==> config.mk <==
export PLATFORM = sky130hd
export DESIGN_NAME = keyboard_decoder
export DESIGN_NICKNAME = d
export VERILOG_FILES = /design/src/rtl/keyboard_pkg.sv /design/src/rtl/ps2_receiver.sv /design/src/rtl/keyboard_decoder.sv
export SDC_FILE = /design/constraint.sdc
export NUM_CORES = 1
export LEC_CHECK = 0
export CAP_MARGIN = 20
export CORE_MARGIN = 5
export CORE_UTILIZATION = 45
export DETAILED_ROUTE_END_ITERATION = 8
export PLACE_DENSITY = 0.74
export SLEW_MARGIN = 40
export SYNTH_ARGS = -nofsm -noshare
export SYNTH_HDL_FRONTEND = slang
export SYNTH_SLANG_ARGS = --single-unit
==> constraint.sdc <==
create_clock -name clk -period 2.1 [get_ports clk]
set_input_delay 0.315 -clock clk [delete_from_list [all_inputs] [get_ports clk]]
set_output_delay 0.315 -clock clk [all_outputs]
set_load 0.05 [all_outputs]
==> src/rtl/keyboard_pkg.sv <==
// Shared constants, receiver state type and the PS/2 set-2 scan-code to ASCII table
// for the keyboard decoder.
package keyboard_pkg;

    localparam logic [7:0] SYM_LEFT      = 8'd1;
    localparam logic [7:0] SYM_RIGHT     = 8'd2;
    localparam logic [7:0] SYM_BACKSPACE = 8'd3;

    localparam logic [7:0] PREFIX_EXT    = 8'hE0;
    localparam logic [7:0] PREFIX_BRK    = 8'hF0;

    localparam logic [7:0] SC_LSHIFT     = 8'h12;
    localparam logic [7:0] SC_RSHIFT     = 8'h59;
    localparam logic [7:0] SC_LEFT       = 8'h6B;
    localparam logic [7:0] SC_RIGHT      = 8'h74;
    localparam logic [7:0] SC_BACKSPACE  = 8'h66;

    typedef enum logic [1:0] {
        RX_IDLE   = 2'd0,
        RX_DATA   = 2'd1,
        RX_PARITY = 2'd2,
        RX_STOP   = 2'd3
    } rx_state_t;

    // Only glyphs of the calculator alphabet are produced; letters ignore shift,
    // and shifted keys whose glyph is outside that alphabet return 0 (no key).
    function automatic logic [7:0] scan_to_ascii(input logic [7:0] code, input logic shift);
        logic [7:0] ch;
        ch = 8'h00;
        case (code)
            8'h1C: ch = "a";
            8'h32: ch = "b";
            8'h21: ch = "c";
            8'h23: ch = "d";
            8'h24: ch = "e";
            8'h2B: ch = "f";
            8'h34: ch = "g";
            8'h33: ch = "h";
            8'h43: ch = "i";
            8'h3B: ch = "j";
            8'h42: ch = "k";
            8'h4B: ch = "l";
            8'h3A: ch = "m";
            8'h31: ch = "n";
            8'h44: ch = "o";
            8'h4D: ch = "p";
            8'h15: ch = "q";
            8'h2D: ch = "r";
            8'h1B: ch = "s";
            8'h2C: ch = "t";
            8'h3C: ch = "u";
            8'h2A: ch = "v";
            8'h1D: ch = "w";
            8'h22: ch = "x";
            8'h35: ch = "y";
            8'h1A: ch = "z";
            8'h45: ch = shift ? ")" : "0";
            8'h16: ch = shift ? 8'h00 : "1";
            8'h1E: ch = shift ? 8'h00 : "2";
            8'h26: ch = shift ? 8'h00 : "3";
            8'h25: ch = shift ? 8'h00 : "4";
            8'h2E: ch = shift ? 8'h00 : "5";
            8'h36: ch = shift ? "^" : "6";
            8'h3D: ch = shift ? 8'h00 : "7";
            8'h3E: ch = shift ? "*" : "8";
            8'h46: ch = shift ? "(" : "9";
            8'h29: ch = " ";
            8'h4E: ch = shift ? 8'h00 : "-";
            8'h55: ch = shift ? "+" : 8'h00;
            8'h4A: ch = shift ? 8'h00 : "/";
            8'h49: ch = shift ? 8'h00 : ".";
            8'h79: ch = "+";
            8'h7B: ch = "-";
            8'h7C: ch = "*";
            8'h71: ch = ".";
            default: ch = 8'h00;
        endcase
        return ch;
    endfunction

endpackage

==> src/rtl/ps2_receiver.sv <==
// PS/2 device-to-host frame receiver: synchronizes and deglitches the lines,
// assembles 11-bit frames and emits checked bytes.
module ps2_receiver
    import keyboard_pkg::*;
#(
    parameter int FILTER_LEN     = 8,
    parameter int TIMEOUT_CYCLES = 50000
) (
    input  logic       clk,
    input  logic       rst_n,
    input  logic       ps2_clk,
    input  logic       ps2_data,
    output logic       byte_valid,
    output logic [7:0] byte_data
);

    localparam int FW = (FILTER_LEN > 1) ? $clog2(FILTER_LEN) : 1;
    localparam int TW = $clog2(TIMEOUT_CYCLES + 1);

    logic [1:0]    clk_sync;
    logic [1:0]    data_sync;
    logic          clk_s;
    logic          data_s;

    logic          filt_clk;
    logic [FW-1:0] filt_cnt;
    logic          filt_commit;
    logic          fall;

    rx_state_t     state;
    rx_state_t     state_next;
    logic [2:0]    bit_cnt;
    logic [7:0]    shreg;
    logic          parity_bit;
    logic [TW-1:0] to_cnt;
    logic          timeout;
    logic          frame_ok;

    // Both lines idle high, so the synchronizers reset to 1.
    always_ff @(posedge clk or negedge rst_n) begin
        if (!rst_n) begin
            clk_sync  <= 2'b11;
            data_sync <= 2'b11;
        end else begin
            clk_sync  <= {clk_sync[0], ps2_clk};
            data_sync <= {data_sync[0], ps2_data};
        end
    end

    assign clk_s  = clk_sync[1];
    assign data_s = data_sync[1];

    // filt_cnt counts consecutive cycles the synchronized clock differs from the
    // filtered level; any agreement restarts the count.
    assign filt_commit = (clk_s != filt_clk) && (filt_cnt == FW'(FILTER_LEN - 1));
    assign fall        = filt_commit && filt_clk;

    always_ff @(posedge clk or negedge rst_n) begin
        if (!rst_n) begin
            filt_clk <= 1'b1;
            filt_cnt <= '0;
        end else if (clk_s == filt_clk) begin
            filt_cnt <= '0;
        end else if (filt_commit) begin
            filt_clk <= clk_s;
            filt_cnt <= '0;
        end else begin
            filt_cnt <= filt_cnt + 1'b1;
        end
    end

    assign timeout = (state != RX_IDLE) && !fall && (to_cnt == TW'(TIMEOUT_CYCLES));

    always_ff @(posedge clk or negedge rst_n) begin
        if (!rst_n) begin
            to_cnt <= '0;
        end else if (state == RX_IDLE || fall) begin
            to_cnt <= '0;
        end else if (to_cnt != TW'(TIMEOUT_CYCLES)) begin
            to_cnt <= to_cnt + 1'b1;
        end
    end

    always_ff @(posedge clk or negedge rst_n) begin
        if (!rst_n) begin
            state <= RX_IDLE;
        end else begin
            state <= state_next;
        end
    end

    always_comb begin
        state_next = state;
        if (timeout) begin
            state_next = RX_IDLE;
        end else if (fall) begin
            case (state)
                RX_IDLE:   if (!data_s) state_next = RX_DATA;
                RX_DATA:   if (bit_cnt == 3'd7) state_next = RX_PARITY;
                RX_PARITY: state_next = RX_STOP;
                RX_STOP:   state_next = RX_IDLE;
                default:   state_next = RX_IDLE;
            endcase
        end
    end

    always_comb begin
        frame_ok = (state == RX_STOP) && fall && data_s && (^{shreg, parity_bit});
    end

    // Data bits arrive LSB first, so shift in from the top.
    always_ff @(posedge clk or negedge rst_n) begin
        if (!rst_n) begin
            bit_cnt    <= '0;
            shreg      <= '0;
            parity_bit <= 1'b0;
        end else if (state == RX_IDLE) begin
            bit_cnt <= '0;
        end else if (fall && state == RX_DATA) begin
            shreg   <= {data_s, shreg[7:1]};
            bit_cnt <= bit_cnt + 1'b1;
        end else if (fall && state == RX_PARITY) begin
            parity_bit <= data_s;
        end
    end

    always_ff @(posedge clk or negedge rst_n) begin
        if (!rst_n) begin
            byte_valid <= 1'b0;
            byte_data  <= '0;
        end else begin
            byte_valid <= frame_ok;
            if (frame_ok) byte_data <= shreg;
        end
    end

endmodule

==> src/rtl/keyboard_decoder.sv <==
// PS/2 keyboard front end: turns received scan-code bytes into one-cycle symbol
// pulses (arrows, backspace and the calculator character set).
module keyboard_decoder
    import keyboard_pkg::*;
#(
    parameter int SYMBOL_WIDTH   = 7,
    parameter int FILTER_LEN     = 8,
    parameter int TIMEOUT_CYCLES = 50000
) (
    input  logic                    clk,
    input  logic                    rst_n,
    input  logic                    ps2_clk,
    input  logic                    ps2_data,
    output logic [SYMBOL_WIDTH-1:0] keyboard_symbol
);

    logic       byte_valid;
    logic [7:0] byte_data;

    logic       ext;
    logic       brk;
    logic       shift;
    logic       ext_next;
    logic       brk_next;
    logic       shift_next;
    logic [7:0] sym_next;
    logic       is_shift_key;

    ps2_receiver #(
        .FILTER_LEN     (FILTER_LEN),
        .TIMEOUT_CYCLES (TIMEOUT_CYCLES)
    ) u_rx (
        .clk        (clk),
        .rst_n      (rst_n),
        .ps2_clk    (ps2_clk),
        .ps2_data   (ps2_data),
        .byte_valid (byte_valid),
        .byte_data  (byte_data)
    );

    assign is_shift_key = (byte_data == SC_LSHIFT) || (byte_data == SC_RSHIFT);

    // Prefix bytes only arm flags; the next non-prefix byte consumes and clears them.
    always_comb begin
        sym_next   = 8'h00;
        ext_next   = ext;
        brk_next   = brk;
        shift_next = shift;
        if (byte_valid) begin
            if (byte_data == PREFIX_EXT) begin
                ext_next = 1'b1;
            end else if (byte_data == PREFIX_BRK) begin
                brk_next = 1'b1;
            end else begin
                ext_next = 1'b0;
                brk_next = 1'b0;
                if (brk) begin
                    if (is_shift_key) shift_next = 1'b0;
                end else if (ext) begin
                    if (byte_data == SC_LEFT)       sym_next = SYM_LEFT;
                    else if (byte_data == SC_RIGHT) sym_next = SYM_RIGHT;
                end else if (is_shift_key) begin
                    shift_next = 1'b1;
                end else if (byte_data == SC_BACKSPACE) begin
                    sym_next = SYM_BACKSPACE;
                end else begin
                    sym_next = scan_to_ascii(byte_data, shift);
                end
            end
        end
    end

    always_ff @(posedge clk or negedge rst_n) begin
        if (!rst_n) begin
            ext             <= 1'b0;
            brk             <= 1'b0;
            shift           <= 1'b0;
            keyboard_symbol <= '0;
        end else begin
            ext             <= ext_next;
            brk             <= brk_next;
            shift           <= shift_next;
            keyboard_symbol <= SYMBOL_WIDTH'(sym_next);
        end
    end

endmodule

==> results of run 1 <==
## repair_timing
action / in CTS / in global routing
gates resized for setup: 10 / 34
cloned: 1 / 1
hold buffers: 1 / 0
setup buffers: 1 / 25
pin swaps: 2 / 15
endpoints found under the setup margin: 6 / 19
endpoints found under the hold margin: 9 / 0
## per-layer routing
layer  GRT usage  vias up
met5           0        -
met2       0.350      196
met1       0.258     1690
met3      0.0471       40
li1            -     1605
met4      0.0726        0
## through the flow
| stage | instance area, um2 | cells | power, mW |
|---|---|---|---|
| 2_1_floorplan | 3720 | 397 | 1.23 |
| 3_3_place_gp | 4260 | 538 | 1.28 |
| 3_5_place_dp | 4260 | 538 | 1.29 |
| 4_1_cts | 4560 | 557 | 2.44 |
| 5_1_grt | 4880 | 583 | 2.51 |
| 6_report | 4880 | 583 | 2.41 |
## where the power goes
part	total, mW	switching (mW)	internal, mW
sequential	1.16	0.0224	1.14
combinational	0.104	0.0581	0.0463
clock	1.14	0.471	0.667
total	2.41	0.552	1.86
## final cells by class
type | instances | area [um2]
flip-flops and latches | 57 | 1440
repair buffers | 92 | 803
multi-input cells | 298 | 2220
clock inverters | 7 | 95.1
fillers | 670 | 3260
clock buffers | 9 | 124
inverters | 15 | 62.6
well taps | 105 | 131
## synthesized netlist by cell type (6+ instances only)
cell,count,area [um2]
sky130_fd_sc_hd__a21oi_1,23,115
sky130_fd_sc_hd__a31oi_1,8,50.1
sky130_fd_sc_hd__buf_2,17,85.1
sky130_fd_sc_hd__clkbuf_1,6,22.5
sky130_fd_sc_hd__dfrtp_1,52,1300
sky130_fd_sc_hd__ha_1,10,125
sky130_fd_sc_hd__inv_1,13,48.8
sky130_fd_sc_hd__mux2_1,8,90.1
sky130_fd_sc_hd__mux2_2,11,124
sky130_fd_sc_hd__nand2_1,32,120
sky130_fd_sc_hd__nand3_1,17,85.1
sky130_fd_sc_hd__nand4_1,10,62.6
sky130_fd_sc_hd__nor2_1,35,131
sky130_fd_sc_hd__nor2b_1,7,43.8
sky130_fd_sc_hd__nor3_1,8,40.0
sky130_fd_sc_hd__nor3b_1,6,45.0
sky130_fd_sc_hd__o21ai_0,9,45.0
sky130_fd_sc_hd__o22ai_1,6,37.5
sky130_fd_sc_hd__xnor2_1,10,87.6
sky130_fd_sc_hd__xor2_1,12,105
## registers in the layout, indices dropped and copies added, names as in the netlist, 2 cells and up
register,count
u_rx.filt_cnt,3
keyboard_symbol,7
u_rx.shreg,8
u_rx.clk_sync,2
u_rx.byte_data,8
u_rx.to_cnt,16
u_rx.bit_cnt,3
u_rx.state,2
u_rx.data_sync,2
## worst max-delay path, delay by kind of cell (launching register included)
| family | cells | cell delay [ns] |
|---|---|---|
| compound gates | 4 | 0.71 |
| buf+inv | 2 | 0.37 |
| flops | 1 | 0.46 |
| simple gates | 2 | 0.51 |
## worst max path at each step
stage	startpoint	endpoint	slack, ns
floorplan	u_rx.filt_cnt[0]$_DFF_PN0_	u_rx.shreg[0]$_DFFE_PN0P_	0.14
global placement	u_rx.byte_data[4]$_DFFE_PN0P_	keyboard_symbol[4]$_DFF_PN0_	-0.06
detailed placement	u_rx.byte_data[4]$_DFFE_PN0P_	keyboard_symbol[2]$_DFF_PN0_	-0.09
CTS	u_rx.byte_data[1]$_DFFE_PN0P_	keyboard_symbol[2]$_DFF_PN0_	0.007
global route	u_rx.byte_data[4]$_DFFE_PN0P_	shift$_DFFE_PN0P_	-0.1
finish	u_rx.byte_data[6]$_DFFE_PN0P_	keyboard_symbol[2]$_DFF_PN0_	0.003
## kinds of logic after synthesis
group,after synthesis,synth area share
simple gates,165,0.269
compound gates,82,0.151
flops,57,0.385
buf+inv,42,0.0521
xor+xnor,22,0.0518
mux,19,0.0575
fa+ha+maj,10,0.0336
==> flow_summary.rst, run 1 <==
.. list-table::
   :header-rows: 1

   * - Metric
     - Value
   * - Die span in x
     - between 100 and 150 um
   * - ANT nets after route
     - 0
   * - Normalized max-slew margin
     - 0.601
   * - Clock Tree Root
     - sky130_fd_sc_hd__clkbuf_8
   * - Most used cell, CP
     - sky130_fd_sc_hd__buf_4
   * - Via count
     - 3531
   * - Via-to-Cell Ratio
     - 6.06
   * - H-tree Lvls
     - 3
   * - Final Slew Violations
     - 0
   * - Register area share after synthesis
     - 0.385
   * - Syn_area_per_cell
     - about 9.4 um2
   * - Hold Path Stages
     - 0
   * - Crit path largest cell delay
     - 0.46 ns
   * - PD cells
     - 493 nW/um2
   * - Final worst clock skew
     - 0.0143 ns
   * - Synthesis-to-finish area growth
     - 31.1%
   * - DP HPWL
     - around 7 mm
   * - # Max-Cap Violations
     - 0
   * - Initial antenna violation count
     - 0
   * - Wire length of the first global-routing pass
     - approximately 17 mm
   * - Die ar.
     - 10200 um2
   * - Gp weighted congestion
     - 0.977
   * - Most common cell after layout, fill and taps aside
     - sky130_fd_sc_hd__buf_4
   * - Worst Hold Path EP
     - u_rx.data_sync[1]$_DFF_PN1_
   * - Setup slack after layout
     - ~0.0025 ns
   * - Path category of the worst min-delay check
     - reg -> reg
   * - DRC violation count after routing
     - 0
   * - Worst min-delay path startpoint
     - u_rx.data_sync[0]$_DFF_PN1_
   * - Top layer used by detailed routing
     - met4
   * - Setup crit end kind
     - flip-flop
   * - Lkg Pwr
     - 2.14 nW
   * - Distinct cells, synth
     - 66
   * - Final design utilization
     - 0.600
   * - Post-Synthesis Net Count
     - just over 400
   * - Core area
     - slightly above 8000 um2
   * - Worst-margin pin slew
     - around 0.6 ns
   * - Worst endpoint required time
     - 2.38 ns
   * - Place WS
     - -0.0890 ns
   * - Global-route usage over all layers
     - 0.207
   * - Number of design-rule violations left by the first detailed-router iteration
     - 266
   * - Final worst path period need
     - between 2 and 2.5 ns
   * - Fmax
     - 0.477 GHz
   * - Clock slew at reported path FFs
     - 0.07 ns
   * - Crit path max fanout
     - 7
   * - Pre-Repair DR Iteration Count
     - 5
   * - Initial core utilization
     - 0.458
   * - Vias in the first global route
     - 3376
   * - Wire length the detailed router placed on met1
     - 4.24 mm
   * - Die Y-Extent
     - 101 um
   * - Flip-flop and latch count after synthesis
     - between 50 and 60
   * - Clk Latency, worst-skew pair
     - 0.34 ns
   * - Netlist area before placement
     - approximately 3700 um2
   * - Cell count after synthesis
     - 397
   * - Routed length on met3
     - 843 um
   * - Post-route fraction of the period consumed by the critical path
     - 0.999
   * - Maximum number of pins on one net before global-route repair
     - 26
   * - Setup repair after global routing missed its margin
     - yes
   * - Per-cell routed wire length
     - 18.5 um
   * - Cell Chain, Critical Path
     - buf_4 > nor4b_4 > buf_4 > a21oi_1 > o21ai_2 > nor4_4 > a41oi_2 > o41a_2
   * - I/O Buffers
     - 10
   * - Run status
     - finished clean
   * - Number of failing hold endpoints at the final stage
     - 0
   * - Aggregate global routing overflow
     - 0
   * - R2R Path Start
     - u_rx.byte_data[6]$_DFFE_PN0P_
   * - Clock sink count
     - 57
   * - Number of setup violations in the final report
     - 0
   * - Clock buffer count from CTS
     - 9
   * - Path type of the worst setup path
     - reg -> reg
   * - Commonest cells after routing, fill and taps aside
     - sky130_fd_sc_hd__buf_4 (71), sky130_fd_sc_hd__dfrtp_1 (44), sky130_fd_sc_hd__nor2_1 (35), sky130_fd_sc_hd__nand2_1 (32), sky130_fd_sc_hd__a21oi_1 (22)
   * - Number of standard-cell rows in the floorplan
     - 33
   * - Number of antenna cells inserted
     - 0
   * - Destination of the worst register-to-register timing path
     - keyboard_symbol[2]$_DFF_PN0_
   * - Kind of start point of the critical path
     - flip-flop
   * - Highest-delay cell along the critical path
     - sky130_fd_sc_hd__dfrtp_2
   * - Setup tns final
     - 0 ns
   * - CP arrival
     - 2.38 ns
   * - EDFF count, synth
     - 0
   * - Worst reg-to-reg path cell count
     - 8
   * - Peak supply drop
     - 0.449 mV
   * - Met2 wire length
     - 5.38 mm
   * - Total wire length
     - 10.8 mm
   * - Ys Warns
     - 0
   * - Nets
     - roughly 490
   * - Clock tree from TritonCTS
     - built
   * - Post-synth top flop
     - sky130_fd_sc_hd__dfrtp_1
   * - Share of cells above drive strength 1
     - 0.331
   * - Buffer depth of the longest clock path
     - 2
   * - Count of boundary I/O pins
     - 11
   * - Reg-to-reg setup timing slack
     - 0.003 ns
   * - Share of async-settable or async-resettable flops after synthesis
     - 1.00
   * - Worst-case hold slack
     - 0.360 ns
(Power assumes the default switching activity.)
==> run 2: changes to the inputs <==
--- a/config.mk
+++ b/config.mk
@@ -5,7 +5,6 @@
 export SDC_FILE = /design/constraint.sdc
 export NUM_CORES = 1
 export LEC_CHECK = 0
-export CAP_MARGIN = 20
 export CORE_MARGIN = 5
 export CORE_UTILIZATION = 45
 export DETAILED_ROUTE_END_ITERATION = 8
==> results of run 2 <==
Same layout as run 1: the final DEF is identical, and so are final timing and power.
==> run 3: changes to the inputs <==
--- a/config.mk
+++ b/config.mk
@@ -9,6 +9,7 @@
 export CORE_UTILIZATION = 45
 export DETAILED_ROUTE_END_ITERATION = 8
 export PLACE_DENSITY = 0.74
+export REMOVE_ABC_BUFFERS = 1
 export SLEW_MARGIN = 40
 export SYNTH_ARGS = -nofsm -noshare
 export SYNTH_HDL_FRONTEND = slang
==> flow_summary.rst, run 3 (synthesis results as in run 1) <==
.. list-table::
   :header-rows: 1

   * - Metric
     - Value
   * - CP arrival
     - 2.37 ns (about the same)
   * - Wire length of the first global-routing pass
     - 16.3 mm (-2.9%)
   * - Clock tree from TritonCTS
     - built
   * - Final design utilization
     - 0.573 (-0.0271)
   * - Number of standard-cell rows in the floorplan
     - 33 (unchanged)
   * - Switching fraction of total power
     - 0.228 (-0.00106)
   * - Initial core utilization
     - 0.458 (unchanged)
   * - Die Y-Extent
     - 101 um (unchanged)
   * - Die ar.
     - 10200 um2 (unchanged)
   * - Initial antenna violation count
     - 0 (unchanged)
   * - Worst reg-to-reg path cell count
     - 8 (unchanged)
   * - Clock buffer count from CTS
     - 9 (unchanged)
   * - Number of failing hold endpoints at the final stage
     - 0 (unchanged)
   * - DP HPWL
     - 7.15 mm (+1.1%)
   * - Global-route met2 utilization
     - 0.332 (-0.0182)
   * - Final cell count without fillers
     - 566 (-2.9%)
   * - Most common cell after layout, fill and taps aside
     - sky130_fd_sc_hd__buf_4
   * - Crit path max fanout
     - 5 (-2)
   * - # Max-Cap Violations
     - 0 (unchanged)
   * - Reg-to-reg setup timing slack
     - 0.008 ns (about the same)
   * - Clock slew at reported path FFs
     - 0.07 ns (about the same)
   * - Global-route met1 utilization
     - 0.247 (-0.0107)
   * - Count of boundary I/O pins
     - 11 (unchanged)
   * - Aggregate global routing overflow
     - 0 (unchanged)
   * - Number of design-rule violations left by the first detailed-router iteration
     - 279 (+4.9%)
   * - Via-to-Cell Ratio
     - 6.04 (-0.35%)
   * - Placed cell area
     - 4150 um2 (-2.6%)
   * - Clock Tree Root
     - sky130_fd_sc_hd__clkbuf_8
   * - Share of cells above drive strength 1
     - 0.304 (-0.0269)
   * - Biggest register
     - u_rx.to_cnt
   * - I/O Buffers
     - 10 (unchanged)
   * - Lkg Pwr
     - 2.02 nW (-5.5%)
   * - Final worst clock skew
     - 0.0159 ns (+0.00158 ns)
   * - Regs by FF count
     - u_rx.to_cnt (16), u_rx.byte_data (8), u_rx.shreg (8)
   * - Sequential cell fraction of total power
     - 0.509 (+0.025)
   * - Die span in x
     - 101 um (unchanged)
   * - Cell area after layout
     - 4660 um2 (-4.5%)
   * - Switching power summed over all nets
     - 0.521 mW (-5.5%)
   * - Fmax
     - 0.478 GHz (+0.24%)
   * - Clock share of power
     - 0.448 (-0.025)
   * - Count of placed standard cells including taps
     - 528 (-1.9%)
   * - Grt peak-use layer
     - met2
   * - Post-route fraction of the period consumed by the critical path
     - 0.996 (-0.00243)
   * - Run status
     - finished clean
   * - PD cells
     - 491 nW/um2 (-0.58%)
   * - Worst endpoint required time
     - 2.37 ns (about the same)
   * - Setup repair after global routing missed its margin
     - yes
   * - Global-route usage over all layers
     - 0.201 (-0.00511)
   * - Normalized max-slew margin
     - 0.601 (about the same)
   * - Per-cell routed wire length
     - 18.4 um (-0.51%)
   * - Kind of start point of the critical path
     - flip-flop
   * - Via count
     - 3416 (-3.3%)
   * - Buffer depth of the longest clock path
     - 2 (unchanged)
   * - Number of antenna cells inserted
     - 0 (unchanged)
   * - Clk Latency, worst-skew pair
     - 0.33 ns (about the same)
   * - H-tree Lvls
     - 3 (unchanged)
   * - Setup slack after layout
     - 0.00762 ns (+0.00510 ns)
   * - Pre-Repair DR Iteration Count
     - 5 (unchanged)
   * - Setup crit end kind
     - flip-flop
   * - Nets
     - 470 (-3.5%)
   * - Pwr Total
     - 2.28 mW (-5.1%)
   * - Number of setup violations in the final report
     - 0 (unchanged)
   * - Number of flip-flops in the largest register
     - 16 (unchanged)
   * - Maximum number of pins on one net before global-route repair
     - 58 (+120%)
   * - Combinational cell fraction of total power
     - 0.043 (about the same)
   * - Final Slew Violations
     - 0 (unchanged)
   * - R2R Path Start
     - u_rx.byte_data[6]$_DFFE_PN0P_
   * - Global-route track usage on met3
     - 0.0561 (+0.00900)
   * - Worst-margin pin slew
     - 0.598 ns (-0.000761 ns)
   * - Commonest cells after routing, fill and taps aside
     - sky130_fd_sc_hd__buf_4 (60), sky130_fd_sc_hd__dfrtp_1 (44), sky130_fd_sc_hd__nor2_1 (33), sky130_fd_sc_hd__nand2_1 (32), sky130_fd_sc_hd__a21oi_1 (21)
   * - Total wire length
     - 10.4 mm (-3.4%)
   * - Endpoint of the worst setup timing path
     - keyboard_symbol[2]$_DFF_PN0_
   * - Cell internal pwr
     - 1.76 mW (-4.9%)
   * - Synthesis-to-finish area growth
     - 25.1%
   * - Worst-case hold slack
     - 0.357 ns (-0.00262 ns)
   * - Final worst path period need
     - 2.09 ns (-0.00510 ns)
   * - Gp weighted congestion
     - 1.02 (+4.4%)
   * - Launching element of the worst setup path
     - u_rx.byte_data[6]$_DFFE_PN0P_
   * - Path category of the worst min-delay check
     - reg -> reg
   * - Clock sink count
     - 57 (unchanged)
   * - Path type of the worst setup path
     - reg -> reg
   * - ANT nets after route
     - 0 (unchanged)
   * - Destination of the worst register-to-register timing path
     - keyboard_symbol[2]$_DFF_PN0_
   * - Core area
     - 8130 um2 (unchanged)
   * - Vias in the first global route
     - 3324 (-1.5%)
   * - Peak supply drop
     - 0.457 mV (+1.8%)
   * - DRC violation count after routing
     - 0 (unchanged)
   * - Place WS
     - -0.0663 ns (+0.0226 ns)
   * - Setup tns final
     - 0 ns (unchanged)
run 3: changes by cell type in the layout (fill, tap and decap cells not counted), sizes merged:
cell and delta:
buf -14, inv +1, clkbuf -1, clkinv -2, bufinv -1
run 3: timing repair:
item                       CTS  global route
hold endpoints to repair    50             0
gates resized for setup     14            24
setup endpoints to repair    5            23
hold buffers                 1             0
pin swaps                    5             9
setup buffers                9            12
run 3: final cells by class:
class	instances	area (um2)
Inverter	15	56.3
Fill cell	662	3480
Timing Repair Buffer	75	627
Sequential cell	57	1440
Clock inverter	5	55.1
Multi-Input combinational cell	298	2200
Clock buffer	11	141
Tap cell	105	131
run 3: worst min-delay path by stage:
stage / startpoint / to / cells past startpoint
finish: u_rx.data_sync[0]$_DFF_PN1_ / u_rx.data_sync[1]$_DFF_PN1_ / 0
global route: u_rx.data_sync[0]$_DFF_PN1_ / u_rx.data_sync[1]$_DFF_PN1_ / 0
CTS: u_rx.data_sync[0]$_DFF_PN1_ / u_rx.data_sync[1]$_DFF_PN1_ / 0
detailed placement: rst_n / u_rx.bit_cnt[0]$_DFFE_PN0N_ / 2
global placement: rst_n / u_rx.bit_cnt[1]$_DFFE_PN0N_ / 2
floorplan: rst_n / brk$_DFFE_PN0P_ / 0
run 3: power groups by stage:
stage | clock network (mW) | logic [mW] | registers (mW)
detailed placement | 0 | 0.0997 | 1.18
global placement | 0 | 0.0924 | 1.18
floorplan | 0 | 0.0549 | 1.18
global route | 1.10 | 0.117 | 1.17
CTS | 1.05 | 0.100 | 1.16
finish | 1.02 | 0.0984 | 1.16
run 3: per-layer routing:
| metal | share of wire | wire [um] |
|---|---|---|
| met3 | 0.067 | 701 |
| met4 | 0.040 | 420 |
| met5 | 0 | 0 |
| met2 | 0.49 | 5130 |
| met1 | 0.40 | 4180 |
run 3: critical path: stages, from the launching register on:
cell and delay, ns:
sky130_fd_sc_hd__dfrtp_2 0.47, sky130_fd_sc_hd__buf_12 0.16, sky130_fd_sc_hd__nor4b_4 0.43, sky130_fd_sc_hd__buf_4 0.23
sky130_fd_sc_hd__nand4_1 0.11, sky130_fd_sc_hd__nand3_2 0.14, sky130_fd_sc_hd__nor4_4 0.07, sky130_fd_sc_hd__a41oi_2 0.24
sky130_fd_sc_hd__o41a_2 0.19
